## src/rtl/mem_pkg.sv

```systemverilog
// Shared types and default sizes for the self-clearing synchronous memory.
package mem_pkg;

   typedef enum logic {
      IDLE  = 1'b0,
      CLEAR = 1'b1
   } state_t;

   localparam int DEF_DATA_W = 8;
   localparam int DEF_ADDR_W = 8;

endpackage

```

## src/rtl/mem_clr_seq.sv

```systemverilog
// Clear-sweep address counter with terminal-count detect on the last address.
module mem_clr_seq
   import mem_pkg::*;
#(
   parameter int ADDR_W = DEF_ADDR_W
) (
   input  logic              clk,
   input  logic              rst,
   input  logic              start,
   input  logic              run,
   output logic [ADDR_W-1:0] clr_addr,
   output logic              last
);

   logic [ADDR_W-1:0] cnt_reg;

   // Counter wraps naturally to 0 on the edge that writes the top address.
   always_ff @(posedge clk or posedge rst) begin
      if (rst) begin
         cnt_reg <= '0;
      end else if (start) begin
         cnt_reg <= '0;
      end else if (run) begin
         cnt_reg <= cnt_reg + 1'b1;
      end
   end

   assign clr_addr = cnt_reg;
   assign last     = run && (cnt_reg == '1);

endmodule

```

## src/rtl/mem_sync_clr.sv

```systemverilog
// Single-port synchronous RAM with registered read and a sequential clear sweep
// that also runs after every reset; accesses during a sweep are dropped and flagged.
module mem_sync_clr
   import mem_pkg::*;
#(
   parameter int                DATA_W  = DEF_DATA_W,
   parameter int                ADDR_W  = DEF_ADDR_W,
   parameter logic [DATA_W-1:0] CLR_VAL = '0
) (
   input  logic              clk,
   input  logic              rst,
   input  logic              en,
   input  logic              rw,
   input  logic [ADDR_W-1:0] addr,
   input  logic [DATA_W-1:0] din,
   input  logic              clr_req,
   output logic [DATA_W-1:0] dout,
   output logic              dout_vld,
   output logic              busy,
   output logic              err,
   inout  wire               dvdd,
   inout  wire               dgnd
);

   localparam int DEPTH = 2**ADDR_W;

   logic [DATA_W-1:0] mem_reg [DEPTH];

   state_t            state_reg;
   logic [DATA_W-1:0] dout_reg;
   logic              dout_vld_reg;
   logic              err_reg;

   logic              in_clear;
   logic              clr_start;
   logic              clr_last;
   logic [ADDR_W-1:0] clr_addr;
   logic              rd_en;
   logic              wr_en;
   logic [ADDR_W-1:0] wr_addr;
   logic [DATA_W-1:0] wr_data;

   // Supply pins carry no logic; tie them off so they are visibly consumed.
   wire unused_supply = dvdd ^ dgnd;

   assign in_clear  = (state_reg == CLEAR);
   assign clr_start = !in_clear && clr_req;
   assign rd_en     = !in_clear && !clr_req && en && rw;

   mem_clr_seq #(
      .ADDR_W (ADDR_W)
   ) u_clr_seq (
      .clk      (clk),
      .rst      (rst),
      .start    (clr_start),
      .run      (in_clear),
      .clr_addr (clr_addr),
      .last     (clr_last)
   );

   // One write port shared by the sweep and user writes; never writes while in reset.
   always_comb begin
      wr_en   = 1'b0;
      wr_addr = addr;
      wr_data = din;
      if (in_clear) begin
         wr_en   = !rst;
         wr_addr = clr_addr;
         wr_data = CLR_VAL;
      end else if (en && !rw && !clr_req) begin
         wr_en = !rst;
      end
   end

   always_ff @(posedge clk) begin
      if (wr_en) begin
         mem_reg[wr_addr] <= wr_data;
      end
   end

   always_ff @(posedge clk or posedge rst) begin
      if (rst) begin
         state_reg    <= CLEAR;
         dout_reg     <= '0;
         dout_vld_reg <= 1'b0;
         err_reg      <= 1'b0;
      end else begin
         case (state_reg)
            IDLE: begin
               if (clr_req) begin
                  state_reg    <= CLEAR;
                  dout_reg     <= '0;
                  dout_vld_reg <= 1'b0;
                  err_reg      <= en;
               end else begin
                  dout_vld_reg <= rd_en;
                  err_reg      <= 1'b0;
                  if (rd_en) begin
                     dout_reg <= mem_reg[addr];
                  end
               end
            end
            CLEAR: begin
               dout_vld_reg <= 1'b0;
               err_reg      <= en;
               if (clr_last) begin
                  state_reg <= IDLE;
               end
            end
            default: begin
               state_reg <= CLEAR;
            end
         endcase
      end
   end

   assign busy     = in_clear;
   assign dout     = dout_reg;
   assign dout_vld = dout_vld_reg;
   assign err      = err_reg;

endmodule

```

## config.mk

```make
export PLATFORM = sky130hd
export DESIGN_NAME = mem_sync_clr
export DESIGN_NICKNAME = d
export VERILOG_FILES = /design/src/rtl/mem_pkg.sv /design/src/rtl/mem_clr_seq.sv /design/src/rtl/mem_sync_clr.sv
export SDC_FILE = /design/constraint.sdc
export NUM_CORES = 2
export LEC_CHECK = 0
export CAP_MARGIN = 20
export CORE_ASPECT_RATIO = 0.8
export CORE_MARGIN = 2
export CORE_UTILIZATION = 57
export DETAILED_ROUTE_END_ITERATION = 6
export GPL_ROUTABILITY_DRIVEN = 0
export PLACE_DENSITY = 0.76
export SLEW_MARGIN = 20
export SYNTH_ARGS = -nofsm -noshare
export SYNTH_HDL_FRONTEND = slang
export SYNTH_SLANG_ARGS = --single-unit
```

## constraint.sdc

```tcl
create_clock -name clk -period 9.1 [get_ports clk]
set_input_delay 1.365 -clock clk [delete_from_list [all_inputs] [get_ports clk]]
set_output_delay 1.365 -clock clk [all_outputs]
set_load 0.01 [all_outputs]
```

==> metrics.txt <==
ys async rst share less than 1%; Yosys warning total 0; drt pass-1 iters 6; reg2reg end mem_reg[203][5]; GRT overflow 0; Starting Density 57.5%; max-slew violations 0; worst relative slew slack between 10% and 20%; DPL Wire Length between 100000 and 150000 µm; # port buffers 31; Setup violations, final 0; MaxCap Viol Count 0; Power Total between 15 and 20 mW; Final Cycle Share a little under three fifths; Area Growth Syn to Fin 9.62%; Setup TNS 0 ns; I/O Pins 34; Most used DFF post-synth edfxtp_1; Period minus WS final between 5 and 6 ns; clock power share 38.6%; peak supply drop about 0.0002 V; mapped cell area ~80000 µm²; Int Power ~15 mW; vias in the first global route 40400; Hold Crit Class reg -> reg; Global Route Usage Sum between 20% and 30%; Finished Cell Area ~89000 µm²; commonest non-fill, non-tap cell in the layout edfxtp_1; clock skew 0.0295 ns; hold endpoint u_clr_seq.clr_addr[0]; CTS tree yes; first-pass GRT wire length between 200000 and 300000 µm; DRT antenna net count 0; Cell variety after synth just over 70; row cnt roughly 120; synthesized netlist net count 4016; DP Area around 83000 µm²; share of cells above drive strength 1 a little under a fifth; wire per inst roughly 33 µm; hold_buf cts 0; Crit Path Max Fanout 10; fmax roughly 0.19 GHz; Total Routed Length about 200000 µm; CP Capture Type flop; switching share of power between 20% and 30%; Critical Path AT around 5.6 ns; R2R cell count 4; clk root buf clkbuf_16; Finished Core Util a little over three fifths; NetSw roughly 4.3 mW; Syn Area/Cell a little over 20 µm²; max FFs per register just over 2000; die area approximately 150000 µm²; hold depth 1; Mapped Cells 3992; leakage 28.1 nW; TritonCTS Sinks 2067; endpoints left unconstrained 2; initial antenna violation count 7; P per Cell Area about 220 nW/µm²; clock latency on the worst-skew pair 0.83 ns; Worst-path clk slew around 0.060 ns; DRT iter0 DRCs approximately 6600; core area about 140000 µm²; sequential cell area fraction in the yosys report between 70% and 80%; DRC 0; hold_ws about 0.62 ns; worst r2r src busy; outcome finished clean; R2R Setup Slk 3.91 ns; H-tree levels 4; nets@finish between 4000 and 5000; die width ~430 µm; Worst EP required roughly 9.5 ns; Logic pwr share ~6.5%; Fin. Hold Viols 0; largest net degree at the start of global routing around 220; Crit Path Class in -> reg; CTS resizes 0; Hold Crit Start u_clr_seq.clr_addr[0]; number of flops mapped to enable cells by yosys just over 2000; clock tree buffer depth 3; height of the die around 340 µm; RSZ-0062 raised after global routing false; Seq cells post-synth between 2000 and 2500; worst slew pin tran about 1.2 ns; Via density ~6.9; Critical Path Source Type input port; commonest non-fill, non-tap cells in the layout edfxtp_1, mux4_2, nor2_1, mux2i_1, clkbuf_16; post-CTS setup buffers 0; CTS buffer count between 150 and 200; via count approximately 42000; Reg power frac between 50% and 60%
## final cells by class
type                       count  area (µm²)
timing repair buffer         116        1150
antenna                        2        5.00
multi-input combinational   1675       17600
sequential                  2067       62000
clock buffer                 230        4780
fill                        9191       52100
clock inverter               102         826
inverter                       9        33.8
tap                         1875        2350
## per-stage QoR
| step | std cells | worst slack, ns |
|---|---|---|
| detailed placement | 5740 | 3.25 |
| floorplan | 3992 | 0.144 |
| finish | 6076 | 3.90 |
| global placement | 5740 | 3.28 |
| CTS | 6072 | 4.03 |
| global route | 6074 | 3.71 |
## power by group through the flow
stage | sequential [mW] | combinational, mW | clock [mW]
global placement | 10.7 | 1.18 | 0
floorplan | 10.7 | 0.763 | 0
CTS | 10.5 | 1.21 | 7.41
detailed placement | 10.7 | 1.20 | 0
global route | 10.5 | 1.28 | 7.78
finish | 10.5 | 1.25 | 7.38
## worst max-delay path by stage
stage / from / end / depth (start not counted)
final: clr_req / mem_reg[210][4] / 7
after global routing: busy / mem_reg[203][5] / 4
after CTS: busy / mem_reg[201][0] / 4
after detailed placement: clr_req / mem_reg[97][5] / 7
after global placement: clr_req / mem_reg[1][1] / 7
after floorplan: din[0] / mem_reg[0][0] / 1
## routing by layer
layer	up-vias	routed length (µm)	track usage (%)
met1	21500	75900	41.4
li1	16700	-	-
met5	-	41	0
met4	6	7130	9.73
met3	420	27300	7.78
met2	3054	90100	40.0
## worst max-delay path: stages
cell and delay (ns):
clkdlybuf4s50_1 0.65, nor3b_1 0.90, o21ai_0 0.44, nor2_1 0.30, nand2_1 0.74, buf_4 0.52, nor2_1 0.69
## kinds of logic (layout without fill, tap and decap cells)
kind of cell | Yosys count | count (layout) | share of synthesized area (%)
AOI/OAI and AO/OA | 397 | 397 | 3.41
xor gates and xnor gates | 3 | 3 | 0.0325
adders and majority gates | 1 | 1 | 0.0155
buffers and inverters | 250 | 457 | 1.79
DFF | 2067 | 2067 | 76.6
muxes | 677 | 677 | 14.9
other | 0 | 2 | 0
and+or+nand+nor | 597 | 597 | 3.25
## cell usage after synthesis, types with 7 or more instances
master     count  share of area, %
a2111oi_0      8             0.087
a211oi_1       9             0.083
a21oi_1       53              0.33
a22o_1         7             0.076
a22oi_1       72              0.67
a31oi_1       14              0.11
and2_1        10             0.077
buf_1         14             0.065
buf_2         55              0.34
buf_4         34              0.32
buf_6         39              0.54
clkbuf_1      97              0.45
dfrtp_1       18              0.56
edfxtp_1    2048                76
mux2_2        15              0.21
mux2i_1      241               3.0
mux4_2       421                12
nand2_1      104              0.48
nand2b_1      12             0.093
nand3_1       46              0.28
nand4_1       16              0.12
nor2_1       313               1.5
nor2b_1       22              0.17
nor3_1        32              0.20
nor4_1        12             0.093
o21ai_0       66              0.41
o221ai_1      63              0.68
o22ai_1       53              0.41
o31ai_1        7             0.065
Note: power is estimated with default switching activity, not from simulation.
